## src/rtl/rx_tlp_trigger_sched_pkg.sv

```systemverilog
// Shared definitions for the rx trigger scheduler: FSM state encodings
// and the default TLP / huge-page sizing.
package rx_tlp_trigger_sched_pkg;

  // Largest write TLP payload in qwords (128 B).
  localparam int RX_MAX_QW = 16;

  // Default huge-page size in qwords (2 MB).
  localparam int RX_HP_QWORDS_DEFAULT = 262144;

  // One-hot scheduler states.
  typedef enum logic [4:0] {
    ST_NO_PAGE  = 5'b00001,
    ST_IDLE     = 5'b00010,
    ST_REQ_TLP  = 5'b00100,
    ST_REQ_LAST = 5'b01000,
    ST_REQ_CHG  = 5'b10000
  } rx_state_e;

endpackage : rx_tlp_trigger_sched_pkg

```

## src/rtl/rx_idle_timer.sv

```systemverilog
// Saturating idle counter. Clear has priority over enable; once the count
// reaches LIMIT it holds there and o_sat stays high until cleared.
module rx_idle_timer #(
  parameter int LIMIT = 1024
) (
  input  logic clk,
  input  logic reset,
  input  logic i_en,
  input  logic i_clr,
  output logic o_sat
);

  localparam int CW = $clog2(LIMIT + 1);

  logic [CW-1:0] r_count;
  logic          w_sat;

  assign w_sat = (r_count == CW'(LIMIT));
  assign o_sat = w_sat;

  // Count up while enabled, stop at LIMIT, drop to zero on clear.
  always_ff @(posedge clk or posedge reset) begin
    if (reset) begin
      r_count <= '0;
    end else if (i_clr) begin
      r_count <= '0;
    end else if (i_en && !w_sat) begin
      r_count <= r_count + CW'(1);
    end
  end

endmodule : rx_idle_timer

```

## src/rtl/rx_tlp_trigger_sched.sv

```systemverilog
// Receive-path TLP scheduler: decides when committed rx-buffer data is
// pushed to host memory, how many qwords go into each write TLP, and when
// the current huge page is closed. Owns the rx-buffer read pointer and the
// remaining-space count of the current page. One request outstanding at a time.
module rx_tlp_trigger_sched
  import rx_tlp_trigger_sched_pkg::*;
#(
  parameter int AW            = 10,
  parameter int MAX_QW        = RX_MAX_QW,
  parameter int HP_QWORDS     = RX_HP_QWORDS_DEFAULT,
  parameter int TIMEOUT       = 1024,
  parameter int CLOSE_TIMEOUT = 65536
) (
  input  logic          clk,
  input  logic          reset,
  input  logic [AW:0]   commited_wr_addr,
  input  logic          hp_grant,
  output logic          hp_consumed,
  output logic          trigger_tlp,
  input  logic          trigger_tlp_ack,
  output logic          send_last_tlp,
  output logic          change_huge_page,
  input  logic          change_huge_page_ack,
  output logic [4:0]    qwords_to_send,
  output logic [AW:0]   commited_rd_addr,
  output logic          busy
);

  // Pointer width includes the wrap bit; AW >= 4 so a 5-bit slice exists.
  localparam int PW = AW + 1;
  // Page-space counter must hold HP_QWORDS itself (HP_QWORDS >= 16).
  localparam int HW = $clog2(HP_QWORDS + 1);

  rx_state_e       r_state;
  logic [PW-1:0]   r_rd_addr;
  logic [HW-1:0]   r_hp_left;
  logic [4:0]      r_qwords;
  logic            r_trigger;
  logic            r_send_last;
  logic            r_change;
  logic            r_hp_consumed;
  logic            r_busy;

  logic [PW-1:0]   w_pending;
  logic            w_pend_zero;
  logic            w_pend_ge_max;
  logic [4:0]      w_n_pend;
  logic            w_hp_limits;
  logic [4:0]      w_n;
  logic            w_n_is_last;
  logic            w_page_used;
  logic            w_in_idle;
  logic            w_tlp_cnt_en;
  logic            w_close_cnt_en;
  logic            w_tlp_timeout;
  logic            w_close_timeout;

  // Modular subtraction handles pointer wrap; a full buffer gives 2^AW.
  assign w_pending     = commited_wr_addr - r_rd_addr;
  assign w_pend_zero   = (w_pending == '0);
  assign w_pend_ge_max = (w_pending >= PW'(MAX_QW));

  // n = min(pending, MAX_QW, hp_left); the TLP that empties the page is the last one.
  assign w_n_pend    = w_pend_ge_max ? 5'(MAX_QW) : w_pending[4:0];
  assign w_hp_limits = (r_hp_left < HW'(w_n_pend));
  assign w_n         = w_hp_limits ? r_hp_left[4:0] : w_n_pend;
  assign w_n_is_last = (HW'(w_n) == r_hp_left);
  assign w_page_used = (r_hp_left < HW'(HP_QWORDS));

  // Timers only run while idling in the condition they measure.
  assign w_in_idle      = (r_state == ST_IDLE);
  assign w_tlp_cnt_en   = w_in_idle && !w_pend_zero && !w_pend_ge_max;
  assign w_close_cnt_en = w_in_idle && w_pend_zero && w_page_used;

  rx_idle_timer #(
    .LIMIT (TIMEOUT)
  ) u_tlp_timer (
    .clk   (clk),
    .reset (reset),
    .i_en  (w_tlp_cnt_en),
    .i_clr (!w_tlp_cnt_en),
    .o_sat (w_tlp_timeout)
  );

  rx_idle_timer #(
    .LIMIT (CLOSE_TIMEOUT)
  ) u_close_timer (
    .clk   (clk),
    .reset (reset),
    .i_en  (w_close_cnt_en),
    .i_clr (!w_close_cnt_en),
    .o_sat (w_close_timeout)
  );

  // Scheduler FSM with registered request, size, pointer and page-space outputs.
  always_ff @(posedge clk or posedge reset) begin
    if (reset) begin
      r_state       <= ST_NO_PAGE;
      r_rd_addr     <= '0;
      r_hp_left     <= '0;
      r_qwords      <= '0;
      r_trigger     <= 1'b0;
      r_send_last   <= 1'b0;
      r_change      <= 1'b0;
      r_hp_consumed <= 1'b0;
      r_busy        <= 1'b0;
    end else begin
      r_hp_consumed <= 1'b0;
      case (r_state)
        ST_NO_PAGE: begin
          if (hp_grant) begin
            r_hp_left <= HW'(HP_QWORDS);
            r_state   <= ST_IDLE;
          end
        end
        ST_IDLE: begin
          if (w_pend_ge_max || (!w_pend_zero && w_tlp_timeout)) begin
            r_qwords <= w_n;
            r_busy   <= 1'b1;
            if (w_n_is_last) begin
              r_send_last <= 1'b1;
              r_state     <= ST_REQ_LAST;
            end else begin
              r_trigger <= 1'b1;
              r_state   <= ST_REQ_TLP;
            end
          end else if (w_pend_zero && w_page_used && w_close_timeout) begin
            r_qwords <= '0;
            r_busy   <= 1'b1;
            r_change <= 1'b1;
            r_state  <= ST_REQ_CHG;
          end
        end
        ST_REQ_TLP: begin
          if (trigger_tlp_ack) begin
            r_trigger <= 1'b0;
            r_busy    <= 1'b0;
            r_rd_addr <= r_rd_addr + PW'(r_qwords);
            r_hp_left <= r_hp_left - HW'(r_qwords);
            r_qwords  <= '0;
            r_state   <= ST_IDLE;
          end
        end
        ST_REQ_LAST: begin
          if (change_huge_page_ack) begin
            r_send_last   <= 1'b0;
            r_busy        <= 1'b0;
            r_rd_addr     <= r_rd_addr + PW'(r_qwords);
            r_hp_left     <= '0;
            r_qwords      <= '0;
            r_hp_consumed <= 1'b1;
            r_state       <= ST_NO_PAGE;
          end
        end
        ST_REQ_CHG: begin
          if (change_huge_page_ack) begin
            r_change      <= 1'b0;
            r_busy        <= 1'b0;
            r_hp_left     <= '0;
            r_hp_consumed <= 1'b1;
            r_state       <= ST_NO_PAGE;
          end
        end
        default: begin
          // Illegal encoding: park with no page and no request.
          r_trigger   <= 1'b0;
          r_send_last <= 1'b0;
          r_change    <= 1'b0;
          r_busy      <= 1'b0;
          r_qwords    <= '0;
          r_hp_left   <= '0;
          r_state     <= ST_NO_PAGE;
        end
      endcase
    end
  end

  assign hp_consumed      = r_hp_consumed;
  assign trigger_tlp      = r_trigger;
  assign send_last_tlp    = r_send_last;
  assign change_huge_page = r_change;
  assign qwords_to_send   = r_qwords;
  assign commited_rd_addr = r_rd_addr;
  assign busy             = r_busy;

endmodule : rx_tlp_trigger_sched

```

## config.mk

```make
export PLATFORM = sky130hd
export DESIGN_NAME = rx_tlp_trigger_sched
export DESIGN_NICKNAME = d
export VERILOG_FILES = /design/src/rtl/rx_tlp_trigger_sched_pkg.sv /design/src/rtl/rx_idle_timer.sv /design/src/rtl/rx_tlp_trigger_sched.sv
export SDC_FILE = /design/constraint.sdc
export NUM_CORES = 1
export LEC_CHECK = 0
export CORE_MARGIN = 5
export CORE_UTILIZATION = 64
export CTS_CLUSTER_SIZE = 8
export DETAILED_ROUTE_END_ITERATION = 10
export PLACE_DENSITY = 0.86
export SLEW_MARGIN = 40
export SYNTH_ARGS = -nofsm -noshare
export SYNTH_HDL_FRONTEND = slang
export SYNTH_HIERARCHICAL = 1
export SYNTH_SLANG_ARGS = --single-unit
```

## constraint.sdc

```tcl
create_clock -name clk -period 6 [get_ports clk]
set_input_delay 0.9 -clock clk [delete_from_list [all_inputs] [get_ports clk]]
set_output_delay 0.9 -clock clk [all_outputs]
set_load 0.05 [all_outputs]
```

==> flow_summary.json, run 1 <==
{
  "status": "finished clean",
  "post-route-util": 0.738,
  "cts_setup_buffers": 0,
  "clkPwrFrac": 0.199,
  "synth_common_cells": "dfrtp_1, nor2_1, inv_1",
  "hold_path.class": "reg2reg",
  "p_comb_frac": 0.484,
  "fin_crit_ns": 5.06,
  "overflow": 0,
  "tightest_slew_ns": 0.769,
  "max-slew-margin-rel": 0.486,
  "yosysTopAreaCellShare": 0.358,
  "swShare": 0.439,
  "gp_congestion": 0.930,
  "worstSetupEndpointType": "flip-flop",
  "place_ws_ns": 0.540,
  "synth_nets": 612,
  "synth_cells": 565,
  "n_antenna_cell": 0,
  "first_iter_violations": 329,
  "cts_tree": "built",
  "cap_violations": 0,
  "rsz0062_at_grt": "no",
  "syn_to_final_growth_pct": 12.8,
  "sequentialPowerShare": 0.317,
  "ys_ff_latch": 73,
  "synth_seq_area_share": 0.364,
  "fp-row-count": 32,
  "p_sw_uw": 888,
  "viasPerCell": 6.39,
  "start_util": 0.654,
  "finalHoldViolCount": 0,
  "yosys_warnings": 6,
  "hold_ws_ns": 0.503,
  "grt_pass1_vias": 4463,
  "die_h_um": 98.6,
  "synth_edf_count": 0,
  "cts_resized": 0,
  "path_class": "in2reg",
  "setup_viol": 0,
  "synth_flop_cell": "dfrtp_1",
  "ios": 37,
  "path_common_cell": "nand3_1",
  "cts_buffers": 9,
  "timing.critical_path.cells": "clkdlybuf4s50_1 > ha_1 > o21a_1 > or4_1 > o311ai_0 > nand3_1 > a211o_1 > nor2_1 > nand3_1 > inv_1 > nand3_2 > or4_4 > nor3b_1 > mux2_2",
  "dr.pass1.iters": 6,
  "clock.fmax_mhz": 198,
  "yosysTopAreaCell": "dfrtp_1",
  "skew_ns": 0.0118,
  "hpwlAfterDp_um": 8760,
  "placedCellCount": 686,
  "io_buffers": 36,
  "dieArea_um2": 9730,
  "leakage_nw": 2.32,
  "grt_max_degree": 46,
  "cp.required_ns": 6.24,
  "yosysUniqueCellTypes": 68,
  "core_area_um2": 7690,
  "drv_slew": 0,
  "cp_slowest_cell": "or4_4",
  "antenna_found_initial": 0,
  "dr_total_vias": 4489,
  "root_buffer": "clkbuf_8",
  "antenna_left": 0,
  "ctsHoldBuffers": 0,
  "cpPeakStageDelay_ns": 0.59,
  "track_usage": 0.252,
  "worstPathArrival_ns": 5.31,
  "critPathMaxFanout": 10,
  "wl_per_cell_um": 17.2,
  "final_cell_count_no_fill": 702,
  "yosysMostFrequentCell": "dfrtp_1",
  "grt_pass1_wl_um": 20400,
  "cts_num_sinks": 73,
  "nets": 642,
  "pwr_density_cell_nw_per_um2": 357,
  "h-tree-depth": 3,
  "ys_async_sr_fraction": 1.00,
  "drc": 0,
  "drive_gt1_frac": 0.0750,
  "clk_path_buf_depth": 2,
  "final.setup.tns_ns": 0,
  "fin_crit_sh": 0.844,
  "ir_drop_mv": 0.202,
  "dieWidth_um": 98.6,
  "clock_latency_ns": 0.36,
  "fin_ws_ns": 0.937,
  "cts.clk_slew.worst_paths_ns": 0.08,
  "p_int_mw": 1.13,
  "netlist_top_cells_area": "dfrtp_1, ha_1, nor2_1, xnor2_1, inv_1",
  "wirelength_um": 12000,
  "syn_area_per_cell_um2": 8.90,
  "startpoint_type": "primary input",
  "synth_area_um2": 5030
}
## cells in the final DEF (no fill, tap or decap), drive strengths merged, types with 9 or more instances in the layout
cell type | netlist | routed
dfrtp | 72 | 72
nor2 | 54 | 54
inv | 42 | 42
nand2 | 41 | 41
clkdlybuf4s50 | 0 | 36
a21oi | 29 | 29
ha | 28 | 28
o21ai | 23 | 23
xnor2 | 23 | 23
nand3 | 21 | 21
o31ai | 16 | 16
nor3 | 13 | 13
nor4 | 13 | 13
xor2 | 13 | 13
nor2b | 12 | 12
clkbuf | 15 | 10
or4 | 9 | 9
## per-layer routing
| metal | track usage | vias up | share of wire |
|---|---|---|---|
| met1 | 0.331 | 2134 | 0.43 |
| met3 | 0.0425 | 36 | 0.069 |
| li1 | - | 2108 | - |
| met2 | 0.419 | 211 | 0.48 |
| met5 | 0 | - | 0 |
| met4 | 0.0956 | 0 | 0.023 |
## path summary, 6_finish.rpt
check                                    startpoint  slack (ns)                         to  depth (start not counted)
min in group asynchronous                     reset        0.94     u_tlp_timer/r_count[6]                          2
worst max-delay path            commited_wr_addr[5]        0.94  u_close_timer/r_count[15]                         14
worst max register to register  commited_rd_addr[5]        1.40  u_close_timer/r_count[15]                         14
worst min-delay path            commited_rd_addr[7]        0.50        commited_rd_addr[7]                          1
worst min register to register  commited_rd_addr[7]        0.50        commited_rd_addr[7]                          1
max in group asynchronous                     reset        4.55   u_close_timer/r_count[0]                          2
## power groups by stage
stage	Clock, mW	Sequential (mW)	Combinational (mW)
after floorplan	0	0.684	0.697
after global placement	0	0.643	0.928
after detailed placement	0	0.647	0.957
after CTS	0.409	0.639	0.965
after global routing	0.433	0.651	1.06
final	0.403	0.642	0.979
## flip-flops by register name (all words and copies together) (netlist names)
name	cells
busy	1
change_huge_page	1
u_tlp_timer/r_count	11
send_last_tlp	1
u_close_timer/r_count	17
trigger_tlp	1
r_state	5
hp_consumed	1
commited_rd_addr	11
r_hp_left	19
qwords_to_send	5
## critical path: cells and delay by family
| kind | cells | cell delay (ns) |
|---|---|---|
| fa+ha+maj | 1 | 0.40 |
| compound gates | 3 | 0.88 |
| simple gates | 7 | 2.15 |
| mux | 1 | 0.36 |
| buf+inv | 2 | 0.60 |
## cell type report
| class | instances | area (um^2) |
|---|---|---|
| Sequential cell | 73 | 1830 |
| Tap cell | 102 | 128 |
| Clock inverter | 6 | 67.6 |
| Fill cell | 592 | 2020 |
| Multi-Input combinational cell | 430 | 2970 |
| Inverter | 42 | 160 |
| Timing Repair Buffer | 39 | 383 |
| Clock buffer | 10 | 138 |
## metrics by stage
step	area [um^2]	power, mW
3_3_place_gp	5460	1.57
5_1_grt	5670	2.14
2_1_floorplan	5030	1.38
6_report	5670	2.02
4_1_cts	5660	2.01
3_5_place_dp	5460	1.60
## kinds of logic (layout without fill, tap and decap cells)
logic type      Yosys count  in the layout  synth area share
simple gates            215            215             0.226
buf+inv                  62             97            0.0488
flops                    73             73             0.364
mux                      15             15            0.0319
fa+ha+maj                31             31            0.0817
compound gates          133            133             0.185
xor+xnor                 36             36            0.0627
(Power assumes the default switching activity.)
==> run 2, diff against run 1 <==
CORE_UTILIZATION = 60   (was 64)
PLACE_DENSITY = 0.81   (was 0.86)
clock period = 5.2 ns   (was 6 ns; I/O delays follow)
==> run 2 against run 1 <==
Setup slack got worse by 0.35 ns. Largest cell class unchanged. Global-route usage decreased by 1.3 points. Combinational power increased by 15%. Worst hold slack got worse by 0.0019 ns. Via count decreased by 1.4%. Clock power increased by 28%. Clock-buffer cell count unchanged. Wire length decreased by 3.3%.
==> flow_summary.json, run 2 (synthesized netlist as in run 1, its figures left out) <==
{
  "status": "finished clean",
  "worstSetupEndpointType": "flip-flop",
  "finalHoldViolCount": 0,
  "leakage_nw": 2.36,
  "final_cell_count_no_fill": 709,
  "dieWidth_um": 102,
  "n_antenna_cell": 0,
  "syn_to_final_growth_pct": 13.8,
  "grt_max_degree": 46,
  "viasPerCell": 6.24,
  "dr_wl_met3_um": 585,
  "antenna_found_initial": 0,
  "path_class": "in2reg",
  "track_usage": 0.239,
  "critPathMaxFanout": 10,
  "worstPathArrival_ns": 4.86,
  "nets": 646,
  "cts_resized": 0,
  "pwr_density_cell_nw_per_um2": 417,
  "core_area_um2": 8180,
  "die_h_um": 102,
  "critical_path.top_delay_family": "compound AO/OA/AOI/OAI gates",
  "met2_length_um": 5750,
  "cp_num_buf_inv": 5,
  "cp.required_ns": 5.45,
  "rsz0062_at_grt": "no",
  "cts_setup_buffers": 0,
  "drv_slew": 0,
  "grt_pass1_wl_um": 19600,
  "antenna_left": 0,
  "gp_congestion": 0.899,
  "timing.critical_path.cells": "clkdlybuf4s50_1 > inv_1 > ha_1 > fa_1 > nor2b_1 > o2111ai_1 > a21boi_0 > o22ai_1 > xor2_1 > buf_4 > nor3_1 > inv_1 > ha_1 > a2111o_1 > o41ai_4 > buf_4 > mux2i_1 > o22ai_1",
  "hold_ws_ns": 0.501,
  "highest_layer": "met4",
  "ir_drop_mv": 0.196,
  "dr_total_vias": 4426,
  "cts.clk_slew.worst_paths_ns": 0.09,
  "largest_reg_flops": 19,
  "startpoint_type": "primary input",
  "drc": 0,
  "cts_tree": "built",
  "dr.pass1.iters": 5,
  "cpPeakStageDelay_ns": 0.46,
  "clock.fmax_mhz": 217,
  "ios": 37,
  "drive_gt1_frac": 0.0811,
  "final.setup.tns_ns": 0,
  "root_buffer": "clkbuf_8",
  "reg_top3": "r_hp_left x19, u_close_timer/r_count x17",
  "overflow": 0,
  "wirelength_um": 11700,
  "grt_pass1_vias": 4258,
  "start_util": 0.615,
  "cp_slowest_cell": "clkdlybuf4s50_1",
  "setup_viol": 0,
  "skew_ns": 0.0127,
  "fin_ws_ns": 0.592,
  "timing.rr.start": "commited_rd_addr[1]",
  "cap_violations": 0,
  "place_ws_ns": 0.166,
  "layout_common_cells": "dfrtp_1, nor2_1, inv_1, nand2_1, clkdlybuf4s50_1",
  "fp-row-count": 33,
  "h-tree-depth": 3,
  "ctsHoldBuffers": 0,
  "hpwlAfterDp_um": 8520,
  "tightest_slew_ns": 0.660,
  "startpoint": "commited_wr_addr[0]",
  "wl_met1_um": 4990,
  "clock_latency_ns": 0.37,
  "first_iter_violations": 203,
  "fin_crit_ns": 4.61,
  "post-route-util": 0.700,
  "fin_crit_sh": 0.886,
  "cts_buffers": 9,
  "cts_num_sinks": 73,
  "hold_path.class": "reg2reg",
  "dieArea_um2": 10300,
  "io_buffers": 36,
  "regMostFlops": "r_hp_left",
  "clk_path_buf_depth": 2,
  "max-slew-margin-rel": 0.560,
  "layout_commonest_cell": "dfrtp_1",
  "wl_per_cell_um": 16.4,
  "placedCellCount": 693,
  "min-delay-start": "commited_rd_addr[9]"
}
-- run 2: per-layer routing --
| metal | track usage | vias up |
|---|---|---|
| met5 | 0 | - |
| met3 | 0.0434 | 25 |
| li1 | - | 2128 |
| met4 | 0.0971 | 0 |
| met2 | 0.411 | 144 |
| met1 | 0.296 | 2129 |
-- run 2: final timing paths --
path / depth (start not counted) / slack, ns / to
max: 18 / 0.59 / qwords_to_send[2]
max in group asynchronous: 2 / 3.85 / u_close_timer/r_count[0]
min reg2reg: 1 / 0.50 / commited_rd_addr[9]
max reg2reg: 14 / 0.93 / u_close_timer/r_count[13]
min in group asynchronous: 2 / 0.83 / u_tlp_timer/r_count[0]
min: 1 / 0.50 / commited_rd_addr[9]
-- run 2: where the power goes --
| group | switching, mW | total, mW | internal (mW) | leakage, nW |
|---|---|---|---|---|
| registers | 0.0978 | 0.737 | 0.639 | 0.994 |
| clock network | 0.230 | 0.515 | 0.285 | 0.113 |
| logic | 0.685 | 1.13 | 0.450 | 1.25 |
-- run 2: area by class of cell --
type,count,area [um^2]
Inverter,42,160
Sequential cell,73,1830
Timing Repair Buffer,43,413
Clock buffer,10,138
Tap cell,105,131
Multi-Input combinational cell,430,2960
Fill cell,658,2450
Clock inverter,6,90.1
-- run 2: metrics by stage --
| stage | total power, mW | area (um^2) |
|---|---|---|
| 6_report | 2.39 | 5720 |
| 5_1_grt | 2.54 | 5720 |
| 4_1_cts | 2.39 | 5720 |
| 3_5_place_dp | 1.87 | 5490 |
| 3_3_place_gp | 1.84 | 5490 |
| 2_1_floorplan | 1.59 | 5030 |
